===== config.mk =====
export PLATFORM = sky130hd
export DESIGN_NAME = usb_cdc_serial_state_notify
export DESIGN_NICKNAME = d
export VERILOG_FILES = /design/src/rtl/usb_cdc_pkg.sv /design/src/rtl/cdc_serial_state_tracker.sv /design/src/rtl/usb_cdc_serial_state_notify.sv
export SDC_FILE = /design/constraint.sdc
export NUM_CORES = 1
export LEC_CHECK = 0
export CELL_PAD_IN_SITES_DETAIL_PLACEMENT = 2
export CELL_PAD_IN_SITES_GLOBAL_PLACEMENT = 2
export CORE_ASPECT_RATIO = 1.1
export CORE_MARGIN = 4
export CORE_UTILIZATION = 32
export DETAILED_ROUTE_END_ITERATION = 8
export PLACE_DENSITY = 0.78
export SETUP_SLACK_MARGIN = 0.02
export SYNTH_ARGS = -nofsm -noshare
export SYNTH_HDL_FRONTEND = slang
export SYNTH_SLANG_ARGS = --single-unit

===== constraint.sdc =====
create_clock -name i_clk -period 2.5 [get_ports i_clk]
set_input_delay 0.5 -clock i_clk [delete_from_list [all_inputs] [get_ports i_clk]]
set_output_delay 0.5 -clock i_clk [all_outputs]
set_load 0.1 [all_outputs]

===== src/rtl/usb_cdc_pkg.sv =====
// rtl/usb_cdc_pkg.sv - shared CDC-ACM notification constants, FSM encoding and message byte helper
//
// Purpose : constants for the SERIAL_STATE interrupt-IN notification, the
//           serial-state bit layout, the notifier FSM encoding and a helper
//           that returns byte N of the 10-byte notification.
// Ports   : none (package)
package usb_cdc_pkg;

  // Notification header fields
  localparam logic [7:0]  CDC_BMREQ_NOTIFY       = 8'hA1;
  localparam logic [7:0]  CDC_NOTIF_SERIAL_STATE = 8'h20;
  localparam logic [15:0] SERIAL_STATE_LEN       = 16'd2;
  localparam logic [11:0] NOTIFY_MSG_LEN         = 12'd10;
  localparam logic [3:0]  NOTIFY_LAST_IDX        = 4'd9;

  // Bit positions inside i_serial_state / the UART-state bitmap:
  // [1:0] DCD, DSR levels; [6:2] break, ring, framing, parity, overrun events
  localparam int SS_LVL_LSB = 0;
  localparam int SS_LVL_MSB = 1;
  localparam int SS_EVT_LSB = 2;
  localparam int SS_EVT_MSB = 6;

  // Notifier FSM encoding
  typedef logic [1:0] notify_state_t;
  localparam notify_state_t ST_IDLE  = 2'd0;
  localparam notify_state_t ST_ARMED = 2'd1;
  localparam notify_state_t ST_SEND  = 2'd2;
  localparam notify_state_t ST_DONE  = 2'd3;

  // Byte idx of the little-endian SERIAL_STATE notification.
  function automatic logic [7:0] notify_byte(input logic [3:0]  idx,
                                             input logic [15:0] ifnum,
                                             input logic [7:0]  bitmap);
    logic [7:0] b;
    case (idx)
      4'd0:    b = CDC_BMREQ_NOTIFY;
      4'd1:    b = CDC_NOTIF_SERIAL_STATE;
      4'd2:    b = 8'h00;                 // wValue low
      4'd3:    b = 8'h00;                 // wValue high
      4'd4:    b = ifnum[7:0];            // wIndex low
      4'd5:    b = ifnum[15:8];           // wIndex high
      4'd6:    b = SERIAL_STATE_LEN[7:0];
      4'd7:    b = SERIAL_STATE_LEN[15:8];
      4'd8:    b = bitmap;
      default: b = 8'h00;                 // bitmap high byte
    endcase
    return b;
  endfunction

endpackage


===== src/rtl/cdc_serial_state_tracker.sv =====
// rtl/cdc_serial_state_tracker.sv - UART status accumulator, level compare and snapshot for SERIAL_STATE
//
// Purpose : accumulates UART event pulses, remembers the levels last reported
//           to the host, captures the snapshot carried by an in-flight
//           notification and hands its events back if the transfer aborts.
// Ports   :
//   i_clk, i_reset        clock, async active-high reset
//   i_enable              gate for o_pending
//   i_serial_state [6:0]  [1:0] DCD/DSR levels, [6:2] event pulses
//   i_snapshot            capture levels and acc|events, clear accumulator
//   i_restore             fold the snapshot events back into the accumulator
//   i_commit              snapshot levels become the last-reported levels
//   o_pending             something new to report
//   o_snap_lvl [1:0]      captured levels
//   o_snap_evt [4:0]      captured events
module cdc_serial_state_tracker
  import usb_cdc_pkg::*;
(
  input  logic       i_clk,
  input  logic       i_reset,
  input  logic       i_enable,
  input  logic [6:0] i_serial_state,
  input  logic       i_snapshot,
  input  logic       i_restore,
  input  logic       i_commit,
  output logic       o_pending,
  output logic [1:0] o_snap_lvl,
  output logic [4:0] o_snap_evt
);

  logic [1:0] lvl;
  logic [4:0] evt;

  logic [4:0] acc_q,      acc_d;
  logic [1:0] last_lvl_q, last_lvl_d;
  logic [1:0] snap_lvl_q, snap_lvl_d;
  logic [4:0] snap_evt_q, snap_evt_d;

  assign lvl = i_serial_state[SS_LVL_MSB:SS_LVL_LSB];
  assign evt = i_serial_state[SS_EVT_MSB:SS_EVT_LSB];

  always_comb begin
    acc_d      = acc_q | evt;
    last_lvl_d = last_lvl_q;
    snap_lvl_d = snap_lvl_q;
    snap_evt_d = snap_evt_q;
    if (i_snapshot) begin
      // An event arriving on the capture cycle rides in the snapshot, so the
      // accumulator can start clean.
      snap_lvl_d = lvl;
      snap_evt_d = acc_q | evt;
      acc_d      = 5'd0;
    end else if (i_restore) begin
      // Aborted transfer: nothing reached the host, keep those events owed.
      acc_d = acc_q | evt | snap_evt_q;
    end
    if (i_commit) begin
      last_lvl_d = snap_lvl_q;
    end
  end

  always_ff @(posedge i_clk or posedge i_reset) begin
    if (i_reset) begin
      acc_q      <= 5'd0;
      last_lvl_q <= 2'b00;
      snap_lvl_q <= 2'b00;
      snap_evt_q <= 5'd0;
    end else begin
      acc_q      <= acc_d;
      last_lvl_q <= last_lvl_d;
      snap_lvl_q <= snap_lvl_d;
      snap_evt_q <= snap_evt_d;
    end
  end

  assign o_pending  = i_enable & ((lvl != last_lvl_q) | (acc_q != 5'd0));
  assign o_snap_lvl = snap_lvl_q;
  assign o_snap_evt = snap_evt_q;

endmodule


===== src/rtl/usb_cdc_serial_state_notify.sv =====
// rtl/usb_cdc_serial_state_notify.sv - CDC-ACM SERIAL_STATE notifier on the interrupt-IN endpoint
//
// Purpose : watches UART status and, when levels change or events occur,
//           offers the 10-byte SERIAL_STATE notification on NOTIFY_EP, with a
//           minimum spacing of HOLDOFF_CYCLES between delivered notifications.
// Ports   :
//   i_clk, i_reset        clock, async active-high reset
//   i_enable              configured / UART enabled
//   i_serial_state [6:0]  DCD/DSR levels and event pulses
//   i_usb_endpt [3:0]     endpoint addressed by the controller
//   i_usb_txact           IN transfer active
//   i_usb_txpop           current o_usb_txdat byte consumed
//   i_usb_txpktfin        packet finished and ACKed
//   o_usb_txcork          1 = NAK IN tokens
//   o_usb_txlen [11:0]    packet length (10)
//   o_usb_txdat [7:0]     current notification byte
//   o_notify_sent         one-cycle pulse per delivered notification
module usb_cdc_serial_state_notify
  import usb_cdc_pkg::*;
#(
  parameter logic [3:0]  NOTIFY_EP      = 4'd3,
  parameter logic [15:0] INTERFACE_NUM  = 16'd0,
  parameter int          HOLDOFF_CYCLES = 60000
) (
  input  logic        i_clk,
  input  logic        i_reset,
  input  logic        i_enable,
  input  logic [6:0]  i_serial_state,
  input  logic [3:0]  i_usb_endpt,
  input  logic        i_usb_txact,
  input  logic        i_usb_txpop,
  input  logic        i_usb_txpktfin,
  output logic        o_usb_txcork,
  output logic [11:0] o_usb_txlen,
  output logic [7:0]  o_usb_txdat,
  output logic        o_notify_sent
);

  localparam int HW = (HOLDOFF_CYCLES < 2) ? 1 : $clog2(HOLDOFF_CYCLES);
  localparam logic [HW-1:0] HOLDOFF_RELOAD = HW'(HOLDOFF_CYCLES - 1);

  logic sel, act, pop, fin, act_rise;
  logic pending, holdoff_expired;
  logic snapshot, restore, commit;
  logic [1:0] snap_lvl;
  logic [4:0] snap_evt;
  logic [7:0] bitmap;

  notify_state_t state_q, state_d;
  logic [3:0]    idx_q,   idx_d;
  logic [HW-1:0] holdoff_q, holdoff_d;
  logic          sent_q,  sent_d;
  logic          act_q;

  // Controller strobes only count when they address our endpoint.
  assign sel      = (i_usb_endpt == NOTIFY_EP);
  assign act      = sel & i_usb_txact;
  assign pop      = sel & i_usb_txpop;
  assign fin      = sel & i_usb_txpktfin;
  assign act_rise = act & ~act_q;

  assign holdoff_expired = (holdoff_q == '0);

  cdc_serial_state_tracker u_tracker (
    .i_clk          (i_clk),
    .i_reset        (i_reset),
    .i_enable       (i_enable),
    .i_serial_state (i_serial_state),
    .i_snapshot     (snapshot),
    .i_restore      (restore),
    .i_commit       (commit),
    .o_pending      (pending),
    .o_snap_lvl     (snap_lvl),
    .o_snap_evt     (snap_evt)
  );

  always_comb begin
    state_d   = state_q;
    idx_d     = idx_q;
    sent_d    = 1'b0;
    snapshot  = 1'b0;
    restore   = 1'b0;
    commit    = 1'b0;
    holdoff_d = holdoff_expired ? holdoff_q : holdoff_q - HW'(1);
    case (state_q)
      ST_IDLE: begin
        if (pending && holdoff_expired) begin
          state_d = ST_ARMED;
        end
      end
      ST_ARMED: begin
        if (!i_enable) begin
          state_d = ST_IDLE;
        end else if (act_rise) begin
          state_d  = ST_SEND;
          snapshot = 1'b1;
          idx_d    = 4'd0;
        end else if (!pending && !act) begin
          // Level reverted before the host asked: nothing left to say.
          state_d = ST_IDLE;
        end
      end
      ST_SEND: begin
        if (fin) begin
          state_d   = ST_DONE;
          commit    = 1'b1;
          sent_d    = 1'b1;
          holdoff_d = HOLDOFF_RELOAD;
          idx_d     = 4'd0;
        end else if (!act) begin
          // Transfer ended without ACK: retry with the same events.
          state_d = ST_ARMED;
          restore = 1'b1;
          idx_d   = 4'd0;
        end else if (pop && (idx_q != NOTIFY_LAST_IDX)) begin
          idx_d = idx_q + 4'd1;
        end
      end
      ST_DONE: begin
        if (!act) begin
          state_d = ST_IDLE;
        end
      end
      default: begin
        state_d = ST_IDLE;
      end
    endcase
  end

  always_ff @(posedge i_clk or posedge i_reset) begin
    if (i_reset) begin
      state_q   <= ST_IDLE;
      idx_q     <= 4'd0;
      holdoff_q <= '0;
      sent_q    <= 1'b0;
      act_q     <= 1'b0;
    end else begin
      state_q   <= state_d;
      idx_q     <= idx_d;
      holdoff_q <= holdoff_d;
      sent_q    <= sent_d;
      act_q     <= act;
    end
  end

  assign bitmap = {1'b0, snap_evt, snap_lvl};

  // Zero-latency byte mux: the controller may pop on the cycle it samples.
  always_comb begin
    o_usb_txdat = CDC_BMREQ_NOTIFY;
    if (state_q == ST_SEND) begin
      o_usb_txdat = notify_byte(idx_q, INTERFACE_NUM, bitmap);
    end
  end

  assign o_usb_txcork  = ~((state_q == ST_ARMED) | (state_q == ST_SEND));
  assign o_usb_txlen   = NOTIFY_MSG_LEN;
  assign o_notify_sent = sent_q;

endmodule

# Word level (Yosys, flattened, before mapping)
# Index checks and enable logic that the tools add are counted.
# totals
ff_bits	38
input_bits	17
# classes
addsub	2
eq_ne	16
mux	29
n_bitwise	11
n_reduce_logical	12
# ops
op	n
$mux W16	3
$pmux W8 S4	1
$mux W4	5
$logic_not A16 Y1	1
$sub A16 B1 Y16 const B	1
$mux W2	7
$ne A4 B4 Y1 const B	3
$mux W5	2
$or A5 B5 Y5	2
$mux W1	8
$mux W8	1
$ne A2 B2 Y1 const B	4
$pmux W2 S4	1
$pmux W4 S2	1
$reduce_and A4 Y1	2
$and A1 B1 Y1	5
$reduce_bool A5 Y1	1
$add A4 B1 Y4 const B	1
$eq A2 B2 Y1 const B	2
$eq A4 B1 Y1 const B	1
$eq A4 B2 Y1 const B	1
$eq A4 B3 Y1 const B	1
$eq A4 B4 Y1 const B	1
$logic_not A4 Y1	1
9 further kinds	14

# Depth between registers and ports, before layout
# Gate-level depths: netlist of run 1.
# logic_depth
depth_word	9
ltp_mapped	8
mapped_depth_nobuf	7

# Hierarchy
# Synthesis of run 1 repeated with hierarchy kept, for this count alone.
# hier_totals
hier_cells	238
hier_area_um2	2208.4
# modules_own_cells
module	area_each_um2	cells_each	seq_area_each_um2	instances
usb_cdc_serial_state_notify	1659.1	188	600.6	1
cdc_serial_state_tracker	549.3	50	350.3	1

# Worst setup path before layout of run 1
# Ideal clock, no wire load.
# synth_path
path_kind	register to output
start	register idx_q[0]
end	output o_usb_txdat[5]
t_arrival_ps	2956
setup_slack_ps	-956
required_ps	2000
path_stages_with_launch	6
path_cell_list	dfrtp_1 inv_1 ha_1 o21ai_0 a21boi_0 o21ai_0
# synth_via
elab_chain_len	3
elab_cells_between_ends	6
classes_between	3 x eq/ne; 2 x mux; 1 x reduce/logical
# synth_rtl
element	line	rtl
start: declaration	usb_cdc_serial_state_notify.sv:50	logic [3:0] idx_q, idx_d;
start signal: assignment	usb_cdc_serial_state_notify.sv:139	idx_q <= idx_d;
$eq A4 B4 Y1, or another cell as far along	usb_cdc_pkg.sv:35	case (idx)
$pmux W8 S4 *	usb_cdc_pkg.sv:35	
$mux W8 *	usb_cdc_serial_state_notify.sv:151	if (state_q == ST_SEND) begin
end: declaration	usb_cdc_serial_state_notify.sv:35	output logic [7:0] o_usb_txdat,
# Every way passes the cells marked *; elsewhere a longest branch is shown, timed or not.

# Final worst setup path of run 1
# layout_path
start	register idx_q[0]
end	output o_usb_txdat[4]
# Same word-level chain as after synthesis.

==> results_dict.tcl, run 1 <==
set metrics [dict create \
    netlist_area_um2 2180 \
    reg2reg_to "state_q[1]" \
    yosys_warnings 0 \
    outcome "completed" \
    dp_hpwl_mm 4.44 \
    drive_gt1_share_pct 11.9 \
    die_h_um 94.5 \
    power.leakage_nw 1.09 \
    fin_crit_ps 2320 \
    slew_headroom_pct 67.2 \
    whs_endpoint "u_tracker.o_snap_evt[1]" \
    numPortBuffers 26 \
    io_pins 39 \
    pre_cts_ws_ps 68.5 \
    cts_root_buffer "clkbuf_8" \
    h-tree-depth 2 \
    ant_nets 0 \
    vias_per_cell 5.09 \
    cp.arrival_ps 1820 \
    path_max_fanout 6 \
    clk_pin_slew_ps 80 \
    cp.required_ps 2000 \
    fin_setup_tns_ps 0 \
    gp_congestion 0.714 \
    ys_types 43 \
    report.final.slew_viol_count 0 \
    finalSetupViolCount 0 \
    multi_input_area_um2 1120 \
    totalPowerFinal_mw 1.90 \
    first_pass_iters 4 \
    yosysSeqAreaShare_pct 43.7 \
    wl_mm 5.87 \
    post-route-util_pct 41.7 \
    drc 0 \
    dieArea_um2 8190 \
    grt_use_total_pct 15.4 \
    start_kind "register" \
    first_global_vias 2087 \
    grt_antenna_before_repair 0 \
    insertion_delay_ps 300 \
    ys_ff_latch 38 \
    grt_max_degree 39 \
    clock_path_buffers 2 \
    hold_ws_ps 509 \
    hp-start "u_tracker.o_snap_evt[1]" \
    num_rows 31 \
    clock_sinks 38 \
    n_antenna_cell 0 \
    mostFrequentLayoutCells "nand2_1, dfrtp_1, o21ai_0" \
    yosysTopAreaCell "dfrtp_1" \
    reg2reg_slack_ps 250 \
    cts_tree "yes" \
    hold_class "register to register" \
    start_util_pct 33.0 \
    synthTopCellsByArea "dfrtp_1, nand2_1, ha_1" \
    crit_path_end_kind "output pin" \
    max_freq_ghz 0.432 \
    via_count 1828 \
    netlist_instances 244 \
    finalClockSkew_ps 9.95 \
    nets 304 \
    setup_slack_ps 183 \
    numCtsBuffers 5 \
    drt_iter0_drc 22 \
    report.final.hold_viol_count 0 \
    core-area_um2 6590 \
    vdd_drop_max_uv 224 \
    synth_area_per_cell_um2 8.92 \
    cap_violations 0 \
    routedWlPerCell_um 16.3 \
    grt_remaining_overflow 0 \
    post-route-period-util_pct 92.7 \
    path_class "register to output pin" \
    grt_pass1_wl_mm 9.95 \
    powerDensity_nw_per_um2 692 \
    rsz0062_at_grt "no" \
    synth.top_cell.area_share_pct 43.7 \
    syn2layout_area_growth_pct 26.3 \
    min_path_cells 2 \
    fp.dieW_um 86.6 \
    fillers 717 \
    r2r_cells 5 \
    worst_slew_pin_slew_ps 480 \
    timing.rr.start "holdoff_q[11]" \
    regArea_um2 951 \
]
==> cell type report <==
class | instances | share of cell area, %
multi-input combinational | 185 | 40.8
sequential | 38 | 34.6
timing repair buffer | 33 | 14.1
tap | 82 | 3.73
clock buffer | 5 | 2.50
clock inverter | 3 | 2.50
inverter | 13 | 1.77
==> worst max-delay path, cell delays in order (launching register included) <==
cell	delay, ps
dfrtp_1	450
inv_1	120
ha_1	200
nand2b_1	130
nor2_2	200
and2_1	220
buf_12	190
==> cells in the mapped netlist <==
master,n
nand2_1,38
a41oi_1,1
a311oi_1,1
mux2i_1,1
o21ai_1,1
conb_1,2
ha_1,11
xnor2_1,11
or2_2,1
or3_1,4
nand4_1,4
buf_2,1
xor2_1,2
a211oi_1,2
and2_1,8
a31oi_1,1
nand4b_1,1
and3_1,2
nor4_2,1
nor3_1,3
nor4bb_1,1
and2_0,1
a2111oi_2,1
or2_1,1
o21ai_0,24
a221o_1,2
a2111oi_0,2
buf_4,12
inv_1,12
mux2_1,1
o31ai_1,2
clkinv_1,1
clkbuf_1,5
nand2b_1,3
or4b_2,1
nand3_1,4
nor2b_1,2
or4_1,5
a21boi_0,1
dfrtp_1,38
a21oi_1,9
nor4_1,2
nor2_1,18
==> cells by family (layout without fill, tap and decap cells) <==
group / Yosys count / after routing / share of synthesized area, %
AOI/OAI and AO/OA: 47 / 47 / 13.0
and+or+nand+nor: 100 / 100 / 22.9
DFF: 38 / 38 / 43.7
xor gates and xnor gates: 13 / 13 / 5.23
adders and majority gates: 11 / 11 / 6.32
other: 2 / 12 / 0.345
muxes: 2 / 2 / 0.977
buffers and inverters: 31 / 54 / 7.47
==> where the power goes <==
part | internal [mW] | switching [mW] | total, mW
clock | 0.400 | 0.243 | 0.644
combinational | 0.141 | 0.300 | 0.442
sequential | 0.715 | 0.104 | 0.819
==> layer usage <==
layer | vias up | track usage (%) | wire length [µm] | part of all wire [%]
li1 | 868 | - | - | -
met1 | 917 | 17.9 | 2420 | 41
met2 | 31 | 28.1 | 3140 | 54
met3 | 12 | 2.44 | 190 | 3.2
met4 | 0 | 5.71 | 116 | 2.0
met5 | - | 0 | 0 | 0
==> stage by stage <==
| stage | std cells | instance area, µm² |
|---|---|---|
| detailed placement | 351 | 2600 |
| global route | 359 | 2750 |
| floorplan | 254 | 2220 |
| CTS | 359 | 2740 |
| finish | 359 | 2750 |
| global placement | 351 | 2600 |
==> what timing repair did <==
action,in CTS,in global routing
gates resized for setup,1,2
pin swaps,0,0
hold buffers,0,0
cloned,0,0
buffers inserted,0,0
endpoints found under the setup margin,4,4
==> worst max path at each step <==
| stage | slack, ps | startpoint | end | depth (start not counted) |
|---|---|---|---|---|
| floorplan | -200 | idx_q[0] | o_usb_txdat[5] | 5 |
| global placement | 90 | i_usb_endpt[0] | idx_q[3] | 7 |
| detailed placement | 70 | i_usb_endpt[0] | idx_q[3] | 7 |
| CTS | 90 | idx_q[0] | o_usb_txdat[4] | 6 |
| global route | 50 | idx_q[0] | o_usb_txdat[4] | 6 |
| finish | 180 | idx_q[0] | o_usb_txdat[4] | 6 |
==> sequential cells by signal, indices dropped and copies added, names as in the netlist <==
signal	count
act_q	1
u_tracker.acc_q	5
idx_q	4
u_tracker.last_lvl_q	2
u_tracker.o_snap_evt	5
o_notify_sent	1
u_tracker.o_snap_lvl	2
holdoff_q	16
state_q	2
(Power assumes the default switching activity.)
==> inputs of run 2 (changes only) <==
CTS_CLUSTER_SIZE = 28   (was default)
GPL_TIMING_DRIVEN = 0   (was default)
RECOVER_POWER = 25   (was default)
==> results_dict.tcl, run 2 (synthesis gave the netlist of run 1 again) <==
set metrics [dict create \
    multi_input_area_um2 1130 \
    reg2reg_to "state_q[1]" \
    n_antenna_cell 0 \
    path_class "register to output pin" \
    start_util_pct 33.0 \
    violations "capacitance limit, slew limit" \
    core-area_um2 6590 \
    hold_ws_ps 509 \
    start_kind "register" \
    syn2layout_area_growth_pct 24.8 \
    vdd_drop_max_uv 280 \
    cp.arrival_ps 1870 \
    fin_setup_tns_ps 0 \
    cts_root_buffer "clkbuf_8" \
    dp_hpwl_mm 4.19 \
    finalSetupViolCount 0 \
    drt_iter0_drc 29 \
    fp.dieW_um 86.6 \
    timing.rr.start "holdoff_q[11]" \
    drc 0 \
    max_freq_ghz 0.422 \
    grt_max_degree 39 \
    top_register "holdoff_q" \
    ant_nets 0 \
    fillers 748 \
    rsz0062_at_grt "yes" \
    dieArea_um2 8190 \
    finalClockSkew_ps 12.5 \
    grt_remaining_overflow 0 \
    powerDensity_nw_per_um2 701 \
    cts_tree "yes" \
    hp-start "u_tracker.last_lvl_q[0]" \
    power.leakage_nw 1.10 \
    cap_violations 1 \
    placed_cell_area_um2 2580 \
    worst_slew_pin_slew_ps 1510 \
    numCtsBuffers 5 \
    numPortBuffers 26 \
    h-tree-depth 2 \
    cp.required_ps 2000 \
    wl_met1_mm 2.43 \
    reg2reg_slack_ps 150 \
    totalPowerFinal_mw 1.90 \
    post-route-period-util_pct 94.9 \
    via_count 1860 \
    gp_congestion 0.725 \
    r2r_cells 5 \
    report.final.slew_viol_count 39 \
    vias_per_cell 5.04 \
    outcome "complete, but fails checks" \
    routed.top_layer "met4" \
    wl_met2_mm 2.93 \
    cts_hold_buf 0 \
    nets 314 \
    grt_pass1_wl_mm 9.60 \
    mostFrequentLayoutCells "nand2_1, dfrtp_1, o21ai_0" \
    slew_headroom_pct -0.527 \
    clock_sinks 38 \
    die_h_um 94.5 \
    fin_crit_ps 2370 \
    post-route-cell-area_um2 2720 \
    report.final.hold_viol_count 0 \
    first_pass_iters 4 \
    num_rows 31 \
    first_global_vias 1983 \
    met3_length_um 169 \
    drive_gt1_share_pct 14.3 \
    largest_register_ffs 16 \
    insertion_delay_ps 300 \
    min_path_cells 2 \
    routedWlPerCell_um 15.2 \
    wl_mm 5.62 \
    path_max_fanout 6 \
    hold_class "register to register" \
    clk_pin_slew_ps 90 \
    whs_endpoint "u_tracker.last_lvl_q[0]" \
    io_pins 39 \
    clock_path_buffers 2 \
    grt_antenna_before_repair 0 \
    grt_use_total_pct 14.8 \
    crit_path_end_kind "output pin" \
    regArea_um2 951 \
]
run 2: cell count changes in the layout (fill, tap and decap cells not counted):
cell and change:
dlygate4sd3_1 +1, buf_4 +7, nor3_1 -1, clkdlybuf4s15_2 +2
buf_2 +3, nor3_2 +1, buf_12 -8, clkbuf_2 +3
clkbuf_1 +2
run 2: worst max-delay path by stage:
stage / startpoint / cells after the start / slack (ps) / to
floorplan: idx_q[0] / 5 / -200 / o_usb_txdat[5]
global placement: state_q[0] / 7 / -610 / o_usb_txdat[6]
detailed placement: state_q[0] / 7 / -660 / o_usb_txdat[2]
CTS: idx_q[0] / 7 / 30 / o_usb_txdat[1]
global route: idx_q[0] / 5 / 5 / o_usb_txdat[0]
finish: idx_q[0] / 5 / 130 / o_usb_txdat[0]
run 2: timing repair:
item,in CTS,in global routing
resized for setup,40,10
endpoints found under the setup margin,9,22
buffers inserted,0,0
run 2: cell type report:
class | instances | share of cell area [%]
inverter | 13 | 1.80
multi-input combinational | 185 | 41.5
tap | 82 | 3.78
sequential | 38 | 35.0
clock buffer | 5 | 2.53
buffer | 17 | 4.14
clock inverter | 3 | 2.53
timing repair buffer | 26 | 8.75
run 2: metrics by stage:
step | std cells | setup WS, ps | utilization (%)
floorplan | 254 | -202 | -
global placement | 362 | -606 | 39.2
detailed placement | 362 | -665 | 39.2
CTS | 369 | 34.0 | 41.2
global route | 369 | 5.06 | 41.2
finish | 369 | 128 | 41.2
run 2: power by group:
part | internal, mW | switching, mW
logic | 0.145 | 0.302
registers | 0.715 | 0.102
clock network | 0.400 | 0.240
total | 1.26 | 0.643
run 2: per-layer routing:
layer	vias to the layer above	GRT usage [%]
met5	-	0
met4	0	4.42
met3	8	3.40
met2	22	26.5
met1	936	17.6
li1	894	-
run 2: worst max-delay path: stages, from the launching register on:
cell and delay, ps:
dfrtp_1 440, inv_1 100, ha_1 200, nand2b_1 130, o21ai_2 150, clkdlybuf4s15_2 560
